===== config.mk =====
export PLATFORM = sky130hd
export DESIGN_NAME = rom_ctrl_flat
export DESIGN_NICKNAME = d
export VERILOG_FILES = /design/src/rtl/rom_ctrl_if.sv /design/src/rtl/rom_ctrl.sv /design/src/flat_wrapper.sv
export SDC_FILE = /design/constraint.sdc
export NUM_CORES = 1
export LEC_CHECK = 0
export BUFFER_PORTS_ARGS = -buffer_cell sky130_fd_sc_hd__buf_2
export CAP_MARGIN = 0
export CORE_MARGIN = 2
export CORE_UTILIZATION = 51
export CTS_BUF_LIST = sky130_fd_sc_hd__clkbuf_2 sky130_fd_sc_hd__clkbuf_4 sky130_fd_sc_hd__clkbuf_8
export DETAILED_ROUTE_END_ITERATION = 12
export PLACE_DENSITY = 0.88
export SYNTH_ARGS = -nofsm -noshare
export SYNTH_HDL_FRONTEND = slang
export SYNTH_SLANG_ARGS = --single-unit

===== constraint.sdc =====
create_clock -name clk_i -period 2.3 [get_ports clk_i]
set_input_delay 0.46 -clock clk_i [delete_from_list [all_inputs] [get_ports clk_i]]
set_output_delay 0.46 -clock clk_i [all_outputs]
set_load 0.005 [all_outputs]

===== src/rtl/rom_ctrl_if.sv =====
// rtl/rom_ctrl_if.sv - request/response bus between a read master and rom_ctrl
//
// Purpose: bundles the byte-addressed request channel and the read response
// channel. Both channels use valid/ready handshakes.
// Signals:
//   req_valid / req_ready / req_addr        request channel, master -> slave
//   rsp_valid / rsp_ready / rsp_rdata / rsp_err  response channel, slave -> master
// Modports: master (issues requests, consumes responses), slave (rom_ctrl).

interface rom_ctrl_if #(
   parameter int BUS_AW     = 32,
   parameter int DATA_WIDTH = 32
);
   logic                  req_valid;
   logic                  req_ready;
   logic [BUS_AW-1:0]     req_addr;
   logic                  rsp_valid;
   logic                  rsp_ready;
   logic [DATA_WIDTH-1:0] rsp_rdata;
   logic                  rsp_err;

   modport master (
      output req_valid, req_addr, rsp_ready,
      input  req_ready, rsp_valid, rsp_rdata, rsp_err
   );

   modport slave (
      input  req_valid, req_addr, rsp_ready,
      output req_ready, rsp_valid, rsp_rdata, rsp_err
   );
endinterface


===== src/rtl/rom_ctrl.sv =====
// rtl/rom_ctrl.sv - bus front end for a synchronous single-port ROM
//
// Purpose: accepts byte-addressed read requests, converts them to ROM word
// addresses, tracks the ROM's one-cycle read latency and returns data through
// a 2-entry response buffer so backpressure never loses ROM data. Misaligned
// and out-of-range requests return rdata=0 with err=1, in request order.
// Ports:
//   clk_i        clock
//   rst_ni       synchronous active-low reset
//   bus          rom_ctrl_if slave: request and response channels
//   rom_addr_o   word address to the ROM, combinational from bus.req_addr
//   rom_rdata_i  ROM read data, valid one cycle after the address is sampled

module rom_ctrl #(
   parameter int                ADDR_WIDTH = 16,
   parameter int                DATA_WIDTH = 32,
   parameter longint unsigned   MEM_DEPTH  = 64'd1 << ADDR_WIDTH,
   parameter int                BUS_AW     = 32,
   parameter logic [BUS_AW-1:0] BASE_ADDR  = '0
) (
   input  logic                  clk_i,
   input  logic                  rst_ni,
   rom_ctrl_if.slave             bus,
   output logic [ADDR_WIDTH-1:0] rom_addr_o,
   input  logic [DATA_WIDTH-1:0] rom_rdata_i
);

   logic [BUS_AW-1:0]     off;
   logic [BUS_AW-1:0]     word_idx;
   logic                  req_err;
   logic                  accept;
   logic                  push;
   logic                  pop;
   logic [1:0]            level;
   logic [DATA_WIDTH-1:0] push_data;

   // Request in flight to the ROM (accepted last cycle) and its error flag.
   logic                  inflight;
   logic                  infl_err;

   // Two-entry response buffer: head drives the response outputs directly,
   // tail holds the second entry.
   logic                  head_valid;
   logic [DATA_WIDTH-1:0] head_data;
   logic                  head_err;
   logic                  tail_valid;
   logic [DATA_WIDTH-1:0] tail_data;
   logic                  tail_err;

   assign off        = bus.req_addr - BASE_ADDR;
   assign word_idx   = off >> 2;
   assign rom_addr_o = off[ADDR_WIDTH+1:2];

   assign req_err = (bus.req_addr[1:0] != 2'b00)
                 || (bus.req_addr < BASE_ADDR)
                 || (64'(word_idx) >= MEM_DEPTH);

   assign pop  = head_valid && bus.rsp_ready;
   assign push = inflight;

   // Slots committed after this cycle; pop implies head_valid so this
   // cannot underflow. Accept only while a slot remains for the new request.
   assign level         = 2'(head_valid) + 2'(tail_valid) + 2'(inflight) - 2'(pop);
   assign bus.req_ready = (level < 2'd2);
   assign accept        = bus.req_valid && bus.req_ready;

   assign push_data = infl_err ? '0 : rom_rdata_i;

   always_ff @(posedge clk_i) begin
      if (!rst_ni) begin
         inflight   <= 1'b0;
         infl_err   <= 1'b0;
         head_valid <= 1'b0;
         head_data  <= '0;
         head_err   <= 1'b0;
         tail_valid <= 1'b0;
         tail_data  <= '0;
         tail_err   <= 1'b0;
      end else begin
         inflight <= accept;
         if (accept) begin
            infl_err <= req_err;
         end

         if (pop) begin
            if (tail_valid) begin
               head_data <= tail_data;
               head_err  <= tail_err;
               if (push) begin
                  tail_data <= push_data;
                  tail_err  <= infl_err;
               end else begin
                  tail_valid <= 1'b0;
               end
            end else if (push) begin
               head_data <= push_data;
               head_err  <= infl_err;
            end else begin
               // Data/err deliberately left holding the popped value.
               head_valid <= 1'b0;
            end
         end else if (push) begin
            if (!head_valid) begin
               head_valid <= 1'b1;
               head_data  <= push_data;
               head_err   <= infl_err;
            end else begin
               tail_valid <= 1'b1;
               tail_data  <= push_data;
               tail_err   <= infl_err;
            end
         end
      end
   end

   assign bus.rsp_valid = head_valid;
   assign bus.rsp_rdata = head_data;
   assign bus.rsp_err   = head_err;

endmodule

===== src/flat_wrapper.sv =====
// flat-port wrapper written by rule: the top's interface ports become plain ports
module rom_ctrl_flat 
#(
   parameter int                ADDR_WIDTH = 16,
   parameter int                DATA_WIDTH = 32,
   parameter longint unsigned   MEM_DEPTH  = 64'd1 << ADDR_WIDTH,
   parameter int                BUS_AW     = 32,
   parameter logic [BUS_AW-1:0] BASE_ADDR  = '0
)
  (clk_i, rst_ni, rom_addr_o, rom_rdata_i, bus_req_valid, bus_req_addr, bus_rsp_ready, bus_req_ready, bus_rsp_valid, bus_rsp_rdata, bus_rsp_err);
  rom_ctrl_if #(.BUS_AW(BUS_AW), .DATA_WIDTH(DATA_WIDTH)) bus_i ();
  input  logic clk_i;
  input  logic rst_ni;
  output logic [ADDR_WIDTH-1:0] rom_addr_o;
  input  logic [DATA_WIDTH-1:0] rom_rdata_i;
  input wire logic [$bits(bus_i.req_valid)-1:0] bus_req_valid;
  input wire logic [$bits(bus_i.req_addr)-1:0] bus_req_addr;
  input wire logic [$bits(bus_i.rsp_ready)-1:0] bus_rsp_ready;
  output wire logic [$bits(bus_i.req_ready)-1:0] bus_req_ready;
  output wire logic [$bits(bus_i.rsp_valid)-1:0] bus_rsp_valid;
  output wire logic [$bits(bus_i.rsp_rdata)-1:0] bus_rsp_rdata;
  output wire logic [$bits(bus_i.rsp_err)-1:0] bus_rsp_err;
  assign bus_i.req_valid = bus_req_valid;
  assign bus_i.req_addr = bus_req_addr;
  assign bus_i.rsp_ready = bus_rsp_ready;
  assign bus_req_ready = bus_i.req_ready;
  assign bus_rsp_valid = bus_i.rsp_valid;
  assign bus_rsp_rdata = bus_i.rsp_rdata;
  assign bus_rsp_err = bus_i.rsp_err;
  rom_ctrl #(.ADDR_WIDTH(ADDR_WIDTH), .DATA_WIDTH(DATA_WIDTH), .MEM_DEPTH(MEM_DEPTH), .BUS_AW(BUS_AW), .BASE_ADDR(BASE_ADDR)) u_core (.clk_i(clk_i), .rst_ni(rst_ni), .bus(bus_i), .rom_addr_o(rom_addr_o), .rom_rdata_i(rom_rdata_i));
endmodule

Word level (Yosys, flattened, before mapping). Cells that the tools add are included.

Register bits: 70. Logic and storage cells: 58. Input bits: 68. Output and inout port bits: 51.

Reductions and logical operators: 12. Order comparisons: 3. Add/sub/neg operators: 3. Equality and inequality tests: 4. Mux-type cells: 28.

Operators with widths (count): 2-to-1 mux 32 bit (10); less-than comparator 32 x 1 -> 1 bit (second input constant) (1); greater-or-equal comparator 30 x 17 -> 1 bit (second input constant) (1); 2-to-1 mux 1 bit (18); AND reduction 3 bit (3); nonzero test 2 bit (4); inequality test 2 bit (second input constant) (3); adder 1 x 1 -> 2 bit (1); adder 2 x 1 -> 2 bit (1); logical AND 1 bit (2); logical OR 1 bit (2); less-than comparator 2 bit (second input constant) (1); inequality test 2 x 1 -> 1 bit (second input constant) (1); AND reduction 2 bit (1); subtractor 2 x 1 -> 2 bit (1).

Logic depth before layout (Yosys ltp).
Word-level depth: 5. Gate-level depth with buffers: 8. Depth with buffers taken out: 8.

Least setup slack after synthesis. OpenSTA, ideal clock, no wires.

Kind: register to output. Start: reg u_core.head_valid (netlist: u_core.bus.rsp_valid). End: out bus_req_ready. Path slack: 0.217 ns. Data arrival time: 1.623 ns. Buffers on the path: 0. Required time: 1.840 ns. Stages on the path, launching flop included: 7. Path through: dfxtp_1 > and2_4 > inv_1 > ha_1 > ha_1 > a21oi_1 > xor2_1.

Cells in the longest elaborated chain, start to end: 4. Elaborated cells between the ends (all ways): 5. Those cells by class: add/sub: 3; order compare: 1; reduce/logical: 1.

Ends and longest elaborated chain: from (decl) (line rom_ctrl.sv:43) `logic head_valid;`; from (signal assigned) (line rom_ctrl.sv:73) `head_valid <= 1'b0;`; from (signal assigned) (line rom_ctrl.sv:100) `head_valid <= 1'b0;`; from (signal assigned) (line rom_ctrl.sv:104) `head_valid <= 1'b1;`; adder 1 x 1 -> 2 bit (line rom_ctrl.sv:63) `assign level = 2'(head_valid) + 2'(tail_valid) + 2'(inflight) - 2'(pop);`; adder 2 x 1 -> 2 bit (line rom_ctrl.sv:63); subtractor 2 x 1 -> 2 bit * (line rom_ctrl.sv:63); less-than comparator 2 bit * (line rom_ctrl.sv:64) `assign bus.req_ready = (level < 2'd2);`; to (decl) (line flat_wrapper.sv:19) `output wire logic [$bits(bus_i.req_ready)-1:0] bus_req_ready;`.

Every way passes the cells marked *; elsewhere a longest branch is shown, timed or not.

Final worst setup path. Same ends and word-level chain as after synthesis.

==> metrics.txt <==
post-layout util=0.618; Post-Syn Nets=448; Seq/Total Area, Yosys=0.427; Cells after Synth=376; Psw=0.674 mW; Setup TNS=0 ns; CTS Buf Count=9; die area=0.00709 mm2; CP Capture Type=primary output; Clk Latency, worst-skew pair=0.34 ns; Logic pwr share=0.160; Iter 0 DRT Violations=74; Reg clk slew, reported paths=0.07 ns; FFs w/ async S/R, synth=0; final wirelength=6.95 mm; critical path depth=7; gr usage total=0.200; fmax=0.448 GHz; crit path DAT=1.77 ns; Sw Share=0.263; slowest CP cell=dfxtp_2; R2R depth=12; max_slew headroom=0.621; TritonCTS clock tree=yes; Area growth, synth to finish=18.3%; Seq pwr share=0.507; fin nets=516; Crit Path Class=flop to primary output; Buf/Inv on CP=2; Worst Skew=0.00962 ns; fin crit period=2.23 ns; vias per cell=5.19; Synthesis Warnings=0; die height=84.2 um; # IOs=119; maximum vdd ir drop=0.443 mV; number of flops mapped to enable cells by yosys=0; H-tree level count=3; cell taking the most area after synthesis=dfxtp_1; crit-path most repeated cell=ha_4; worst-path cell chain=and2_4 -> inv_2 -> ha_4 -> ha_4 -> a21oi_4 -> xor2_2 -> buf_2; vias in the first global route=2692; CP peak stage delay=0.33 ns; Final period util=0.970; largest net degree at the start of global routing=41; static leakage=1.77 nW; syn avg cell area=8.72 um2; Setup violations, final=0; Die Span X=84.2 um; power per cell area=662 mW/mm2; status=completed; clock power share=0.333; via count=2717; Clock Sinks=70; critical path fanouts, max=2; Root Buffer=clkbuf_8; Critical Path RT=1.84 ns; CTS Hold Bufs=0; antenna viol nets, final=0; Hold Path Class=input port to flop; synth unique cells=27; Initial DRT Pass Iterations=6; Rows=29; Final HPWL DP=4.57 mm; synth top area cells=dfxtp_1 (43%), mux2i_1 (10%), nand2_1 (7.6%); antenna cell count=0; Worst-Margin Slew=0.568 ns; Post-synth top cells=dfxtp_1 (70), nand2_1 (66), a21oi_1 (36); Routed WL per cell=13.3 um; Clock Tree Buf Depth=2; most frequent cell after synthesis=dfxtp_1; layout cell share with drive strength beyond 1=0.302; initial antenna violation count=0; R2R Setup Slk=0.11 ns; endpoints failing hold=0; Seq cells post-synth=70; RSZ-0062 raised after global routing=yes; DRC viols=0; Initial Utilization=0.522; PortBufs=86; max cap viols=0; fin. max-slew vios=0; total core area=0.00628 mm2; worst hold stages=2; delay-heaviest family, CP=adder cells; Primary FF master, synth=dfxtp_1; Int Pwr=1.89 mW; Placer Congestion=0.789; Synth Cell Area=0.00328 mm2; share of the synthesized area in the top cell type=0.427; element type at the critical path start=flop; GR Overflow Total=0; first-pass GRT wire length=11.6 mm
==> area by class of cell <==
type / instances / area [um2]
well taps: 77 / 96.3
flip-flops and latches: 70 / 1400
multi-input cells: 260 / 1630
repair buffers: 100 / 573
clock inverters: 2 / 10.0
clock buffers: 12 / 153
fillers: 524 / 2400
inverters: 3 / 11.3
==> layer usage <==
metal  global-route usage  part of all wire
met3               0.0649             0.073
met4               0.0836            0.0098
met5                    0                 0
met2                0.335              0.48
met1                0.237              0.43
==> repair_timing <==
| item | 4_1_cts | 5_1_grt |
|---|---|---|
| pin swaps | 4 | 5 |
| endpoints found under the hold margin | 0 | 0 |
| buffers inserted | 4 | 0 |
| endpoints found under the setup margin | 1 | 2 |
| resized for setup | 6 | 2 |
==> power groups by stage <==
stage,Clock (mW),Combinational [mW],Sequential (mW)
after floorplan,0,0.252,1.33
final,0.854,0.412,1.30
after global placement,0,0.358,1.33
after global routing,0.922,0.458,1.31
after CTS,0.873,0.403,1.30
after detailed placement,0,0.372,1.33
==> cell families after synthesis <==
kind of cell | after synthesis | synth area share
AOI/OAI and AO/OA | 73 | 0.153
xor gates and xnor gates | 1 | 0.00267
adders and majority gates | 4 | 0.0153
buffers and inverters | 46 | 0.0901
DFF | 70 | 0.427
muxes | 33 | 0.101
and+or+nand+nor | 149 | 0.211
==> final timing paths <==
kind,from,end
max,u_core.bus.rsp_valid,bus_req_ready
min,bus_req_valid,u_core.infl_err
max reg2reg,u_core.inflight,u_core.infl_err
min reg2reg,u_core.tail_data[14],u_core.tail_data[14]
==> flip-flops by register name, indices dropped and copies added (netlist names) <==
| signal | flops |
|---|---|
| u_core.inflight | 1 |
| u_core.tail_valid | 1 |
| u_core.tail_data | 32 |
| u_core.bus.rsp_err | 1 |
| u_core.bus.rsp_valid | 1 |
| u_core.tail_err | 1 |
| u_core.bus.rsp_rdata | 32 |
| u_core.infl_err | 1 |
==> per-stage QoR <==
step	worst slack (ns)	power (mW)	cells	instance area [um2]	hold WS (ns)
3_3_place_gp	0.0838	1.68	506	3640	0.441
2_1_floorplan	0.217	1.58	376	3280	0.436
4_1_cts	0.0249	2.58	524	3860	0.328
3_5_place_dp	-0.00736	1.70	506	3640	0.446
5_1_grt	-0.00283	2.69	524	3880	0.353
6_report	0.0698	2.57	524	3880	0.338
==> placed cells by master, fill, tap and decap left out, types with 2 or more instances in the layout <==
cell type	n
buf_4	11
clkbuf_8	10
a211oi_2	10
clkbuf_4	2
mux2i_1	33
nand2_1	66
inv_2	2
dfxtp_2	2
o21ai_0	3
buf_2	86
nand2b_1	2
nor2_1	35
buf_12	3
nor4_1	4
ha_1	2
nor2b_1	33
a21oi_1	35
and3_1	2
clkinv_2	2
dfxtp_1	68
a211oi_1	23
ha_4	2
Power figures use the tool's default switching activity.
